--- config.mk ---
export PLATFORM = sky130hd
export DESIGN_NAME = sample_main_credit_adapter
export DESIGN_NICKNAME = d
export VERILOG_FILES = /design/src/rtl/sample_pkg.sv /design/src/rtl/sample_fifo_fwft.sv /design/src/rtl/sample_main_credit_adapter.sv
export SDC_FILE = /design/constraint.sdc
export NUM_CORES = 1
export LEC_CHECK = 0
export CORE_MARGIN = 2
export CORE_UTILIZATION = 28
export CTS_CLUSTER_DIAMETER = 50
export DETAILED_ROUTE_END_ITERATION = 10
export PLACE_DENSITY = 0.5
export SYNTH_ARGS = -nofsm -noshare
export SYNTH_HDL_FRONTEND = slang
export SYNTH_SLANG_ARGS = --single-unit
--- constraint.sdc ---
create_clock -name clk -period 4.9 [get_ports clk]
set_clock_uncertainty 0.05 [all_clocks]
set_input_delay 0.98 -clock clk [delete_from_list [all_inputs] [get_ports clk]]
set_output_delay 0.98 -clock clk [all_outputs]
set_load 0.1 [all_outputs]
--- src/rtl/sample_pkg.sv ---
// Shared constants and types for the sample main pipeline and its wrappers.
package sample_pkg;

  localparam int unsigned SAMPLE_DATA_W       = 32;
  localparam int unsigned SAMPLE_PIPE_LATENCY = 2;

  typedef logic [SAMPLE_DATA_W-1:0] sample_word_t;

endpackage : sample_pkg

--- src/rtl/sample_fifo_fwft.sv ---
// First-word fall-through result FIFO; any DEPTH >= 1, not only powers of two.
// Ports:
//   clk, rst  - clock and synchronous active-high reset
//   wr_en     - write request; dropped when full unless a read frees the slot
//   wr_data   - word to write
//   rd_en     - read request; ignored when empty
//   rd_data   - head word (valid only while !empty)
//   count     - number of stored words
//   full      - count == DEPTH
//   empty     - count == 0
module sample_fifo_fwft
  import sample_pkg::*;
#(
  parameter int unsigned DATA_W = SAMPLE_DATA_W,
  parameter int unsigned DEPTH  = 4,
  localparam int unsigned CW    = $clog2(DEPTH + 1)
) (
  input  logic              clk,
  input  logic              rst,
  input  logic              wr_en,
  input  logic [DATA_W-1:0] wr_data,
  input  logic              rd_en,
  output logic [DATA_W-1:0] rd_data,
  output logic [CW-1:0]     count,
  output logic              full,
  output logic              empty
);

  localparam int unsigned PW = (DEPTH > 1) ? $clog2(DEPTH) : 1;

  logic [DATA_W-1:0] mem [DEPTH];
  logic [PW-1:0]     wr_ptr;
  logic [PW-1:0]     rd_ptr;
  logic              wr_ok;
  logic              rd_ok;

  // Explicit wrap at DEPTH-1 so non-power-of-two depths work.
  function automatic logic [PW-1:0] bump(input logic [PW-1:0] p);
    return (p == PW'(DEPTH - 1)) ? '0 : p + PW'(1);
  endfunction

  assign full    = (count == CW'(DEPTH));
  assign empty   = (count == '0);
  assign rd_ok   = rd_en && !empty;
  // A read in the same cycle frees the slot, so a write at full is still taken.
  assign wr_ok   = wr_en && (!full || rd_ok);
  assign rd_data = mem[rd_ptr];

  // Storage array has no reset; contents are don't-care while empty.
  always_ff @(posedge clk) begin
    if (!rst && wr_ok) begin
      mem[wr_ptr] <= wr_data;
    end
  end

  // Pointers and count.
  always_ff @(posedge clk) begin
    if (rst) begin
      wr_ptr <= '0;
      rd_ptr <= '0;
      count  <= '0;
    end else begin
      if (wr_ok) wr_ptr <= bump(wr_ptr);
      if (rd_ok) rd_ptr <= bump(rd_ptr);
      count <= count + CW'(wr_ok) - CW'(rd_ok);
    end
  end

endmodule : sample_fifo_fwft

--- src/rtl/sample_main_credit_adapter.sv ---
// Credit-based ready/valid wrapper around the fixed-latency sample main pipeline.
// Issue is gated on credits (in_flight + FIFO count < DEPTH); every pipeline
// result is caught in a FWFT FIFO and drained under out_ready.
// Ports:
//   clk, rst           - clock and synchronous active-high reset (shared with pipeline)
//   in_valid/in_ready  - producer handshake; issue = in_valid & in_ready
//   pipe_input_valid   - to pipeline input_valid
//   pipe_output_valid  - from pipeline output_valid
//   pipe_out           - from pipeline result
//   out_valid/out_ready- consumer handshake; pop = out_valid & out_ready
//   out_data           - FIFO head
//   occupancy          - in_flight + FIFO count
//   err                - sticky overflow / in_flight underflow flag
module sample_main_credit_adapter
  import sample_pkg::*;
#(
  parameter int unsigned DATA_W       = SAMPLE_DATA_W,
  parameter int unsigned PIPE_LATENCY = SAMPLE_PIPE_LATENCY,
  parameter int unsigned DEPTH        = 4,
  localparam int unsigned CW          = $clog2(DEPTH + 1)
) (
  input  logic              clk,
  input  logic              rst,
  input  logic              in_valid,
  output logic              in_ready,
  output logic              pipe_input_valid,
  input  logic              pipe_output_valid,
  input  logic [DATA_W-1:0] pipe_out,
  output logic              out_valid,
  input  logic              out_ready,
  output logic [DATA_W-1:0] out_data,
  output logic [CW-1:0]     occupancy,
  output logic              err
);

  if (DEPTH < 1 || PIPE_LATENCY < 1) begin : g_param_check
    $error("sample_main_credit_adapter: DEPTH and PIPE_LATENCY must be >= 1");
  end

  logic [CW-1:0] in_flight;
  logic [CW-1:0] count;
  logic [CW:0]   credits_used;
  logic          full;
  logic          empty;
  logic          issue;
  logic          pop;
  logic          dec;
  logic          overflow;
  logic          underflow;

  // One extra bit so an error-inflated sum cannot wrap below DEPTH.
  assign credits_used     = {1'b0, in_flight} + {1'b0, count};
  assign occupancy        = CW'(credits_used);

  // Credit check uses registers only: a pop frees its credit next cycle.
  assign in_ready         = !rst && (credits_used < (CW + 1)'(DEPTH));
  assign issue            = in_valid && in_ready;
  assign pipe_input_valid = issue;

  assign out_valid        = !rst && !empty;
  assign pop              = out_valid && out_ready;

  assign underflow        = pipe_output_valid && (in_flight == '0);
  assign overflow         = pipe_output_valid && full && !pop;
  assign dec              = pipe_output_valid && !underflow;

  // In-flight counter and sticky error.
  always_ff @(posedge clk) begin
    if (rst) begin
      in_flight <= '0;
      err       <= 1'b0;
    end else begin
      in_flight <= in_flight + CW'(issue) - CW'(dec);
      if (overflow || underflow) err <= 1'b1;
    end
  end

  sample_fifo_fwft #(
    .DATA_W (DATA_W),
    .DEPTH  (DEPTH)
  ) u_fifo (
    .clk     (clk),
    .rst     (rst),
    .wr_en   (pipe_output_valid),
    .wr_data (pipe_out),
    .rd_en   (pop),
    .rd_data (out_data),
    .count   (count),
    .full    (full),
    .empty   (empty)
  );

endmodule : sample_main_credit_adapter

==> results of run 1 <==
-- flip-flops by register name, summed over array words and instances, names as in the netlist, named ones only --
name	cells
err	1
in_flight	3
u_fifo.count	3
u_fifo.mem	128
u_fifo.rd_ptr	2
u_fifo.wr_ptr	2
-- stage by stage --
stage / utilization [%] / power [mW] / hold slack, ns / std cells / setup slack, ns
floorplan: - / 2.622 / 0.4415 / 251 / 0.6036
global placement: 34.24 / 2.920 / 0.3898 / 580 / 1.203
detailed placement: 34.24 / 2.930 / 0.4012 / 580 / 1.188
CTS: 37.19 / 4.161 / 0.4173 / 609 / 0.7376
global route: 37.19 / 4.256 / 0.4554 / 609 / 0.6459
finish: 37.19 / 4.101 / 0.4118 / 609 / 0.8431
-- Yosys cell counts, types with 2 or more instances --
| master | n |
|---|---|
| fa_1 | 3 |
| a31o_1 | 2 |
| buf_2 | 4 |
| nor3_1 | 4 |
| nor2_1 | 8 |
| mux2_1 | 2 |
| xnor2_1 | 2 |
| inv_1 | 9 |
| buf_6 | 3 |
| nor2b_1 | 3 |
| xor2_1 | 3 |
| edfxtp_1 | 128 |
| mux4_2 | 32 |
| a21oi_1 | 5 |
| dfxtp_1 | 13 |
| o21ai_1 | 3 |
| ha_1 | 11 |
| and2_1 | 4 |
-- power by group --
group | switching [mW] | internal [mW]
Sequential | 0.0849 | 1.38
Combinational | 1.01 | 0.408
Clock | 0.433 | 0.782
Total | 1.53 | 2.57
-- cell families (layout without fill, tap and decap cells) --
family	Yosys count	after routing	synth area share (%)
compound gates	12	12	1.314
flops	141	141	75.59
fa+ha+maj	14	14	3.641
simple gates	28	28	3.273
mux	34	34	13.69
buf+inv	17	115	1.682
xor+xnor	5	5	0.8068
-- worst max-delay path: stages (launching register included) --
cell,delay [ns]
dfxtp_2,0.70
buf_4,0.36
mux4_2,0.56
clkdlybuf4s50_1,0.99
-- worst max path at each step --
stage | start | end | cells after the start
finish | flop | out_data[25] | 3
detailed placement | flop | out_data[25] | 3
global route | flop | out_data[25] | 3
CTS | flop | out_data[25] | 3
global placement | flop | out_data[0] | 3
floorplan | rst | in_ready | 2
-- per-layer routing --
metal  up-vias  track usage (%)  share of wire [%]
met1      1330            12.87                 43
met2        61            17.30                 50
met3        15            4.762                6.2
li1       1192                -                  -
met5         -                0               0.13
met4         2            4.025                1.4
-- layout make-up --
type                    count  share of cell area [%]
repair buffers             77                   10.79
flip-flops and latches    141                   58.44
clock buffers              19                   6.161
well taps                 260                   4.630
multi-input cells          93                   17.72
inverters                   9                  0.4808
clock inverters            10                   1.781
==> out/qor.csv, run 1 <==
metric,value,unit
run status,finished clean,
nets@finish,390,
Reg2Reg Launch Point,u_fifo.count[0]$_SDFF_PP0_,
Post-DP HPWL,6288,µm
Yosys Warn Count,0,
Clock Latency Late Sink,0.41,ns
"Reg clk slew, reported paths",0.06,ns
RSZ-0062 raised after global routing,no,
Worst R2R Setup Slack,2.38,ns
CTS tree,yes,
CP Capture Type,primary output,
CTS H-tree depth,4,
Placer Congestion,0.7042,
Boundary Pins,76,
worst-path fanout max,16,
CTS Buf Count,17,
"most common cell after layout, fill and taps aside",edfxtp_1,
post-synthesis to final-layout area growth,29.43,%
"top cells by area, synth","edfxtp_1 71%, mux4_2 13%, dfxtp_1 4.8%",
Starting Density,28.74,%
final setup vio count,0,
Fin Setup TNS,0,ns
port bufs,75,
fin area,7027,µm²
"commonest non-fill, non-tap cells in the layout","128 x edfxtp_1, 72 x clkdlybuf4s50_1, 32 x mux4_2",
# DRC,0,
clock sinks,141,
Clock Tree Buf Depth,2,
"area leader, netlist",edfxtp_1,
core box area,18890,µm²
part of the cycle the worst path needs,82.79,%
Reg2Reg Depth,10,
layout cell share with drive strength beyond 1,20.92,%
root buf cell,clkbuf_16,
post-synthesis sequential area ratio,75.59,%
worst endpoint required time,3.87,ns
top_reg_cell synth,edfxtp_1,
power per cell area,583.6,nW/µm²
first-pass GRT wire length,15820,µm
post-synthesis net count,302,
Max IR drop VDD,0.4076,mV
Yosys reg bits,141,
"Arr. time, crit path",3.03,ns
hold crit path type,flop to flop,
GRT Util Overall,10.79,%
Die X,143.2,µm
Critical Path Start Type,flop,
area fraction of the dominant cell type after synthesis,70.80,%
Total Wirelength,10220,µm
"Hold Vio Cnt, Final",0,
largest net degree at the start of global routing,33,
worst slew pin tran,0.9905,ns
DR vias/cell,4.269,
via count,2600,
row count,50,
post-route ant nets,0,
wire per inst,16.78,µm
Tmin final,4.057,ns
Initial DRT Pass Iterations,4,
Hold Crit Start,err$_SDFFE_PP0P_,
DRT iter0 DRCs,175,
hold depth,2,
post_cts resized,0,
Die H,143.2,µm
dpl cell area,6469,µm²
Unique masters post-synth,30,
Reg-to-Reg End,in_flight[2]$_SDFF_PP0_,
initial antenna violation count,1,
Die ar.,20520,µm²
FMAX,246.5,MHz
Post-CTS Hold Buffers,0,
fillers,1757,
ys async rst share,0,%
post-synthesis cell area,5429,µm²
"EDFF count, synth",128,
Max Cap Viol,0,
area of the multi-input gates,1245,µm²
critical path class,flop to primary output,
Pleak,2.299,nW
Slew HR,33.76,%
Syn Area/Cell,21.63,µm²
end of the worst hold path,err$_SDFFE_PP0P_,
diode count,0,
Post-Synthesis Cells,251,
Final Max Tran Viols,0,
remaining global-route overflow,0,
flip-flop and latch area,4106,µm²
vias in the first global route,2843,
setup bufs post-CTS,0,
No activity file was read; power rests on OpenSTA's default activity.
==> run 2, diff against run 1 <==
- PLACE_DENSITY: 0.5 -> 0.52
- clock period: 4.9 -> 3.66 ns (I/O delays scaled with it)
==> out/qor.csv, run 2 (synthesis gave the netlist of run 1 again) <==
metric,value,unit,change
run status,finished clean,,
wire per inst,16.58,µm,-1.2%
"commonest non-fill, non-tap cells in the layout","128 x edfxtp_1, 41 x buf_4, 37 x clkdlybuf4s50_1",,
Slew HR,35.62,%,+1.9 points
global-route layer with the greatest usage,met2,,
vias in the first global route,2811,,-1.1%
core box area,18890,µm²,unchanged
"Hold Vio Cnt, Final",0,,unchanged
Max Cap Viol,0,,unchanged
setup bufs post-CTS,0,,unchanged
Initial DRT Pass Iterations,4,,unchanged
clock power share,30.3,%,+0.7 points
FMAX,327.8,MHz,
layout cell share with drive strength beyond 1,33.70,%,+13 points
critical path class,flop to primary output,,
Clock Latency Late Sink,0.42,ns,about the same
met2 Use GR,16.52,%,-0.78 points
sequential power share,35.2,%,-0.6 points
clock sinks,141,,unchanged
Boundary Pins,76,,unchanged
CP Capture Type,primary output,,
worst endpoint required time,2.88,ns,-0.99 ns
port bufs,75,,unchanged
worst-path fanout max,14,,-2
row count,50,,unchanged
DRT iter0 DRCs,123,,-30%
post-synthesis to final-layout area growth,30.93,%,
largest reg by FF count,u_fifo.mem,,
Post-DP HPWL,6776,µm,+7.8%
Clock Tree Buf Depth,2,,unchanged
hold crit path type,flop to flop,,
final setup vio count,0,,unchanged
worst slew pin tran,0.9627,ns,-0.02776 ns
"Arr. time, crit path",2.27,ns,-0.76 ns
"most common cell after layout, fill and taps aside",edfxtp_1,,
CTS H-tree depth,4,,unchanged
CTS Buf Count,17,,unchanged
# DRC,0,,unchanged
initial antenna violation count,0,,-1
Final Max Tran Viols,0,,unchanged
Net Sw Frac,38.68,%,+1.5 points
DR vias/cell,4.270,,about the same
Tmin final,3.050,ns,
Hold Crit Start,err$_SDFFE_PP0P_,,
via count,2643,,+1.7%
power per cell area,782.6,nW/µm²,+34%
Max IR drop VDD,0.4971,mV,+22%
GRT Util Overall,10.64,%,-0.15 points
Die X,143.2,µm,unchanged
P_sw,2.152,mW,+41%
post-route ant nets,0,,unchanged
first-pass GRT wire length,15750,µm,-0.44%
Reg2Reg Launch Point,u_fifo.count[0]$_SDFF_PP0_,,
grt met3 use,3.622,%,-1.1 points
Starting Density,28.74,%,unchanged
root buf cell,clkbuf_16,,
Die H,143.2,µm,unchanged
Placer Congestion,0.7116,,+1.1%
max FFs per register,128,,unchanged
Die ar.,20520,µm²,unchanged
Total Wirelength,10270,µm,+0.42%
Combinational Power Share,34.5,%,about the same
"Reg clk slew, reported paths",0.07,ns,about the same
"non-filler cells, final",619,,+1.6%
"Core Util, Final",37.62,%,+0.43 points
post_cts resized,0,,unchanged
top flop regs,"u_fifo.mem: 128 flops, in_flight: 3 flops, u_fifo.count: 3 flops",,
internal power,3.411,mW,+33%
diode count,0,,unchanged
Post-CTS Hold Buffers,0,,unchanged
remaining global-route overflow,0,,unchanged
Critical Path Start Type,flop,,
part of the cycle the worst path needs,83.34,%,
Pleak,2.401,nW,+4.5%
RSZ-0062 raised after global routing,no,,
nets@finish,397,,+1.8%
placed insts,587,,+1.2%
largest net degree at the start of global routing,33,,unchanged
CTS tree,yes,,
Fin Setup TNS,0,ns,unchanged
GR met1 Demand/Resource,13.64,%,+0.77 points
## run 2: changes by cell type in the layout (fill, tap and decap cells not counted), sizes merged
cell,change
clkinv,-3
buf,+42
inv,+6
clkdlybuf4s50,-35
bufinv,-1
clkinvlp,+1
## run 2: worst paths after layout
kind,cells past startpoint,slack (ns),end
max,3,0.61,out_data[0]
min,2,0.41,err$_SDFFE_PP0P_
max reg2reg,10,1.10,in_flight[2]$_SDFF_PP0_
min reg2reg,2,0.41,err$_SDFFE_PP0P_
## run 2: per-layer routing
layer	share of wire (%)	routed length (µm)
met2	49	5017
met4	1.2	128
met1	45	4624
met3	4.8	495
met5	0	0
## run 2: per-stage QoR
stage	hold WS (ns)	total power [mW]	cell area [µm²]	setup slack, ns
floorplan	0.4415	3.518	5449	0.3549
global placement	0.3864	3.927	6523	0.8089
detailed placement	0.4069	3.944	6523	0.7962
CTS	0.4231	5.642	7108	0.4945
global route	0.4272	5.771	7108	0.4528
finish	0.4141	5.563	7108	0.6097
## run 2: cell type report
cell class              instances  area [µm²]
repair buffers                 84       798.3
multi-input cells              93        1259
inverters                       9       33.78
well taps                     260       325.3
flip-flops and latches        141        4106
fillers                      1763       11790
clock inverters                13       152.6
clock buffers                  19       432.9
## run 2: critical path, stage by stage, from the launching register on
cell and delay [ns]:
dfxtp_2 0.65, buf_4 0.34, mux4_2 0.59, buf_4 0.26
## run 2: power by group through the flow
stage / logic (mW) / clock network (mW) / registers (mW)
global placement: 1.93 / 0 / 2.00
global route: 2.00 / 1.79 / 1.98
finish: 1.92 / 1.68 / 1.96
floorplan: 1.57 / 0 / 1.95
CTS: 1.95 / 1.73 / 1.97
detailed placement: 1.94 / 0 / 2.00
==> run 3, diff against run 2 <==
- clock period: 3.66 -> 2.6 ns (I/O delays scaled with it)
==> out/qor.csv, run 3 (synthesis gave the netlist of run 1 again) <==
metric,value,unit,change
clock sinks,141,,unchanged
initial antenna violation count,0,,unchanged
post-route ant nets,0,,unchanged
core box area,18890,µm²,unchanged
largest net degree at the start of global routing,27,,-18%
"Reg clk slew, reported paths",0.06,ns,about the same
"Hold Vio Cnt, Final",0,,unchanged
post-place setup slack,0.06167,ns,-0.7345 ns
DRT iter0 DRCs,115,,-6.5%
flip-flop and latch area,4114,µm²,+0.18%
Max IR drop VDD,0.7967,mV,+60%
Placer Congestion,0.7594,,+6.7%
RSZ-0062 raised after global routing,yes,,
Hold Crit Start,err$_SDFFE_PP0P_,,
# DRC,0,,unchanged
fin area,7712,µm²,+8.5%
Final Max Tran Viols,0,,unchanged
Worst R2R Setup Slack,0.17,ns,-0.93 ns
diode count,0,,unchanged
Pleak,2.631,nW,+9.5%
top flop regs,"u_fifo.mem: 128 flops, in_flight: 3 flops, u_fifo.count: 3 flops",,
Post-CTS Hold Buffers,0,,unchanged
Die ar.,20520,µm²,unchanged
dpl cell area,7062,µm²,+8.3%
via count,2668,,+0.95%
CP Capture Type,primary output,,
DR vias/cell,4.255,,-0.34%
Clock Tree Buf Depth,2,,unchanged
Clock Latency Late Sink,0.41,ns,about the same
fillers,1728,,-2.0%
Post-DP HPWL,6500,µm,-4.1%
Die X,143.2,µm,unchanged
worst-path cell chain,ha_4 -> fa_2 -> nor2_2 -> a21oi_2 -> nor4b_4 -> buf_12,,
final worst slack,0.03925,ns,-0.5704 ns
critical path class,flop to primary output,,
end of the worst hold path,err$_SDFFE_PP0P_,,
port bufs,75,,unchanged
Initial DRT Pass Iterations,4,,unchanged
final setup vio count,0,,unchanged
root buf cell,clkbuf_16,,
part of the cycle the worst path needs,98.49,%,
grt met3 use,3.186,%,-0.44 points
placed insts,594,,+1.2%
critical path's largest stage delay,0.37,ns,-0.28 ns
largest reg by FF count,u_fifo.mem,,
max FFs per register,128,,unchanged
"commonest non-fill, non-tap cells in the layout","128 x edfxtp_1, 43 x buf_12, 36 x clkdlybuf4s50_1",,
global-route layer with the greatest usage,met2,,
hold crit path type,flop to flop,,
area of the multi-input gates,1282,µm²,+1.9%
GR met1 Demand/Resource,14.06,%,+0.42 points
Reg2Reg Launch Point,u_fifo.count[0]$_SDFF_PP0_,,
Total Wirelength,10190,µm,-0.69%
Boundary Pins,76,,unchanged
Slew HR,74.91,%,+39 points
worst slew pin tran,0.3730,ns,-0.5898 ns
wire per inst,16.26,µm,-2.0%
FMAX,390.5,MHz,
CP bufs+invs,1,,-1
GRT Util Overall,10.91,%,+0.27 points
Die H,143.2,µm,unchanged
"CP delay by family, top",adder cells,,
nets@finish,405,,+2.0%
vias in the first global route,2911,,+3.6%
"non-filler cells, final",627,,+1.3%
total stage count of the critical path,6,,+3
"Arr. time, crit path",1.99,ns,-0.28 ns
run status,finished clean,,
CTS H-tree depth,4,,unchanged
remaining global-route overflow,0,,unchanged
worst-path fanout max,6,,-8
"Core Util, Final",40.82,%,+3.2 points
"Max stage delay cell, worst path",dfxtp_4,,
Reg-to-Reg End,in_flight[2]$_SDFF_PP0_,,
CTS tree,yes,,
Max Cap Viol,0,,unchanged
Starting Density,28.74,%,unchanged
first-pass GRT wire length,16280,µm,+3.4%
met2 Use GR,17.40,%,+0.88 points
Critical Path Start Type,flop,,
power per cell area,1117,nW/µm²,+43%
CTS Buf Count,17,,unchanged
Reg2Reg Depth,11,,+1
hold depth,2,,unchanged
worst endpoint required time,2.03,ns,-0.85 ns
row count,50,,unchanged
Tmin final,2.561,ns,
layout cell share with drive strength beyond 1,38.42,%,+4.7 points
"most common cell after layout, fill and taps aside",edfxtp_1,,
post-synthesis to final-layout area growth,42.06,%,
run 3: power by group:
part	internal (mW)	total, mW	switching (mW)	leakage, nW
Combinational	1.25	3.34	2.09	1.05
Clock	1.62	2.56	0.940	0.306
Sequential	2.61	2.71	0.104	1.27
run 3: per-layer routing:
metal | wire, µm | part of all wire (%)
met1 | 4629 | 45
met2 | 5016 | 49
met3 | 383 | 3.8
met4 | 164 | 1.6
met5 | 0 | 0
run 3: per-stage QoR:
| stage | power, mW | setup TNS [ns] | hold WS [ns] |
|---|---|---|---|
| after floorplan | 4.998 | -2.137 | 0.4415 |
| after global placement | 6.123 | 0 | 0.4088 |
| after detailed placement | 6.139 | 0 | 0.3946 |
| after CTS | 8.730 | 0 | 0.4105 |
| after global routing | 8.942 | -0.09951 | 0.4416 |
| final | 8.614 | 0 | 0.4134 |
run 3: repair_timing:
action | 4_1_cts | 5_1_grt
buffers inserted | 1 | 0
resized for setup | 0 | 4
pin swaps | 1 | 1
endpoints found under the setup margin | 1 | 2
run 3: area by class of cell:
cell class,instances,share of cell area [%]
well taps,260,4.218
multi-input cells,93,16.63
clock inverters,15,2.758
clock buffers,17,5.516
flip-flops and latches,141,53.34
inverters,9,0.4380
repair buffers,92,17.10
run 3: worst max-delay path by stage:
stage | from | end | slack, ns
final | u_fifo.count[0]$_SDFF_PP0_ | pipe_input_valid | 0.04
after global routing | u_fifo.count[0]$_SDFF_PP0_ | pipe_input_valid | -0.07
after CTS | u_fifo.count[0]$_SDFF_PP0_ | pipe_input_valid | 0.001
after detailed placement | rst | u_fifo.count[2]$_SDFF_PP0_ | 0.06
after global placement | rst | u_fifo.count[2]$_SDFF_PP0_ | 0.13
after floorplan | u_fifo.count[0]$_SDFF_PP0_ | in_flight[2]$_SDFF_PP0_ | -0.68
run 3: tightest hold or removal path: cells and delay by family, from the launching register on:
family	cells	cell delay (ns)
flip-flops	1	0.32
buffers and inverters	1	0.05
AO/OA/AOI/OAI	1	0.05
==> patch 1 (settings of run 2) <==
Change the package constant `SAMPLE_DATA_W` from 32 to 36.
--- a/src/rtl/sample_pkg.sv
+++ b/src/rtl/sample_pkg.sv
@@ -2,5 +2,5 @@
 package sample_pkg;
 
-  localparam int unsigned SAMPLE_DATA_W       = 32;
+  localparam int unsigned SAMPLE_DATA_W       = 36;
   localparam int unsigned SAMPLE_PIPE_LATENCY = 2;
 
Interface: changed (resized out_data and pipe_out); port bits go from 76 to 84. No check against the original RTL was run, so the function may have changed too.
==> patch 1 against run 2 <==
  * Via count grew 9.3%
  * Setup slack improved by 0.070 ns
  * First-iteration DRC count is 25% lower
  * Wire length increased by 16%
  * Critical path depth shrank 1
  * Sequential cell count grew 16
  * Count of clock-buffer cells in the layout is 2 lower
  * Area after synthesis rose by 11%
  * Power grew 5.9%
  * Sequential power up 13%
  * Non-clock buffer count rose by 7
  * Cell area increased by 8.7%
  * Fmax rose by 2.3%
  * Largest cell class unchanged
  * Highest routed layer is now met5
==> patch 1: results (changes against run 2) <==
Synth area leaders=edfxtp_1 (72%), mux4_2 (13%), dfxtp_1 (4.3%); Non-CTS buffers=91 (+8.3%); Syn Inst Count=272 (+8.4%); Synth top cells by count=edfxtp_1 (144), mux4_2 (36), dfxtp_1 (13), ha_1 (11), inv_1 (9); status=completed; Adder-Cell Fraction of Synth Area=0.0327 (-0.00367); iteration-0 DRC count of the detailed router=92 (-25%); area of the multi-input gates=1350 µm² (+7.3%); Layout clock area frac=0.0727 (-0.00968); number of synthesized flops with an enable pin=144 (+13%); peak supply drop=468 µV (-5.8%); Post-DP HPWL=7430 µm (+9.7%); switching power=0.00233 W (+8.4%); largest net degree at the start of global routing=37 (+12%); Leak=2.58 nW (+7.4%); vias=2889 (+9.3%); part of the Yosys area used for sequential elements=0.759 (+0.00329); Comb power=0.00202 W (+5%); Synth Area in Compound Gates=0.0120 (-0.00112); vias in the first global route=3258 (+16%); PortBufs=83 (+11%); n_taps=275 (+5.8%); Clk network pwr share=0.282 (-0.021); first-pass GRT wire length=18500 µm (+18%); final-layout fill cell count=1974 (+12%); final core occ=0.366 (-0.00978); Synthesized Nets=327 (+8.3%); GPL Wtd Cong=0.704 (-1.1%); Reg2Reg Setup Slack=1.16 ns (+0.06 ns); crit-path max FO=36 (+22); placed insts=629 (+7.2%); slowest stage delay, CP=0.85 ns (+0.20 ns); largest registers=u_fifo.mem x144, in_flight x3, u_fifo.count x3
patch 1: per-layer routing:
layer	track usage	share of wire	wire, µm
met1	0.139	0.43	5150
met2	0.188	0.50	5960
met3	0.0386	0.055	653
met4	0.0308	0.0067	80
met5	0	0.0022	26
patch 1: cells by family (layout without fill, tap and decap cells):
kind of cell,Yosys count,in the layout
DFF,157,157
muxes,38,38
and+or+nand+nor,28,28
buffers and inverters,18,132
adders and majority gates,14,14
AOI/OAI and AO/OA,12,12
xor gates and xnor gates,5,5
patch 1: worst max path at each step:
| stage | start | to | slack, ns | cells past startpoint |
|---|---|---|---|---|
| floorplan | u_fifo.count[0] | in_flight[2] | 0.36 | 10 |
| global placement | rst | in_flight[2] | 0.75 | 8 |
| detailed placement | rst | in_flight[2] | 0.72 | 8 |
| CTS | register | out_data[4] | 0.57 | 2 |
| global route | register | out_data[4] | 0.52 | 2 |
| finish | register | out_data[9] | 0.68 | 2 |
==> patch 2 (config.mk and constraints of run 2) <==
Made on the original files. Register the output `err` once more, with the module's reset; this adds one clock of latency there. The other outputs are not delayed to match.
--- a/src/rtl/sample_main_credit_adapter.sv
+++ b/src/rtl/sample_main_credit_adapter.sv
@@ -33,4 +33,6 @@
   output logic              err
 );
+
+  logic err_s0;
 
   if (DEPTH < 1 || PIPE_LATENCY < 1) begin : g_param_check
@@ -69,8 +71,8 @@
     if (rst) begin
       in_flight <= '0;
-      err       <= 1'b0;
+      err_s0    <= 1'b0;
     end else begin
       in_flight <= in_flight + CW'(issue) - CW'(dec);
-      if (overflow || underflow) err <= 1'b1;
+      if (overflow || underflow) err_s0 <= 1'b1;
     end
   end
@@ -91,4 +93,12 @@
   );
 
+  always_ff @(posedge clk) begin
+    if (rst) begin
+      err <= '0;
+    end else begin
+      err <= err_s0;
+    end
+  end
+
 endmodule : sample_main_credit_adapter
 
Check against the original RTL: not equivalent (Yosys sat finds a counterexample within 4 cycles, from zero or initial values and one cycle with rst high).
==> patch 2 against run 2 <==
  * Fmax increased by 0.68%
  * Area after synthesis increased by 0.44%
  * Global-route usage about the same
  * Non-clock buffer count decreased by 3
  * Sequential cell count increased by 1
  * Setup slack improved by 0.021 ns
  * Power decreased by 0.78%
  * Wire length decreased by 0.55%
  * Cell area increased by 0.12%
  * Critical path type unchanged
  * Highest routed layer unchanged
==> patch 2: results (changes against run 2) <==
status=completed; largest net degree at the start of global routing=33 (unchanged); fin nets=396 (-0.25%); placed insts=591 (+0.68%); Routed WL=10200 µm (-0.55%); part of the Yosys area used for sequential elements=0.756 (about the same); Root Driver=clkbuf_16; Worst Hold Depth=2 (unchanged); PortBufs=75 (unchanged); Overall Global Routing Usage=0.107 (+0.000409); Reg2Reg Setup Slack=1.08 ns (-0.02 ns); Least-Margin Pin Slew=0.972 ns (+0.00973 ns); Setup Buffers After CTS=0 (unchanged); Leak=2.39 nW (-0.51%); vias=2634 (-0.34%); xor/xnor cell area share of the yosys netlist=0.00803 (-0.0000352); Synth area leaders=edfxtp_1 (70%), mux4_2 (13%), dfxtp_1 (5.1%); min-delay src=err_s0; Synth Area in Compound Gates=0.0131 (-0.0000573); slowest stage delay, CP=0.73 ns (+0.08 ns); peak supply drop=333 µV (-33%); GPL Wtd Cong=0.663 (-6.9%); reg-to-reg endpoint=in_flight[2]; largest registers=u_fifo.mem x128, in_flight x3, u_fifo.count x3; iteration-0 DRC count of the detailed router=85 (-31%); post-synth cell types=29 (-3.3%); Hold Path End=err; crit-path max FO=17 (+3); Fin Hold WS=0.395 ns (-0.0187 ns); Hold Path Class=register to register; Worst EP arrival=2.25 ns (-0.02 ns); Tmin final=3.03 ns (-0.0207 ns); Synth top cells by count=edfxtp_1 (128), mux4_2 (32), dfxtp_1 (14), ha_1 (11); first-pass GRT wire length=15800 µm (+0.27%); post-synthesis mux area share=0.136 (-0.000597); DP Worst Slack=0.505 ns (-0.292 ns); Congestion Overflow GR=0 (unchanged); Critical Path End=out_data[20]; CTS clk-pin slew, worst paths=0.06 ns; Clock Latency Late Sink=0.41 ns; ys async rst share=0 (unchanged); post-cts sizing count=0 (unchanged); share of cells above drive strength 1=0.324 (-0.0130); Synthesized Nets=304 (+0.66%); Post-DP HPWL=6400 µm (-5.6%); Area after DPL=6540 µm² (+0.31%); Critical-path top delay cell=dfxtp_2; r2r worst-path depth=10 (unchanged); H-tree Lvls=4 (unchanged); vias in the first global route=2844 (+1.2%); Adder-Cell Fraction of Synth Area=0.0363 (-0.000159); antenna cells=0 (unchanged); Syn Inst Count=253 (+0.80%); Vias per Instance=4.23 (-0.98%)
patch 2: changes by cell type in the layout (fill, tap and decap cells not counted), sizes merged:
cell and delta:
clkinvlp +1, clkinv +3, buf -3, inv -4, dfxtp +1, nor2 +1
patch 2: cell type report:
class,instances,area (µm²)
fillers,1832,12200
flip-flops and latches,142,4130
multi-input cells,94,1260
repair buffers,81,788
clock buffers,19,433
well taps,265,332
clock inverters,13,141
inverters,9,33.8
patch 2: routing by layer:
layer	up-vias	routed length (µm)	track usage	share of wire
li1	1212	-	-	-
met1	1348	4580	0.134	0.45
met2	63	5000	0.168	0.49
met3	11	508	0.0420	0.050
met4	0	123	0.0387	0.012
met5	-	0	0	0
patch 2: power by group:
group	internal (W)	total [W]	leakage, nW	switching (W)
sequential	0.00186	0.00197	1.28	0.000105
clock	0.00100	0.00164	0.271	0.000640
combinational	0.000545	0.00191	0.841	0.00136
total	0.00341	0.00552	2.39	0.00211
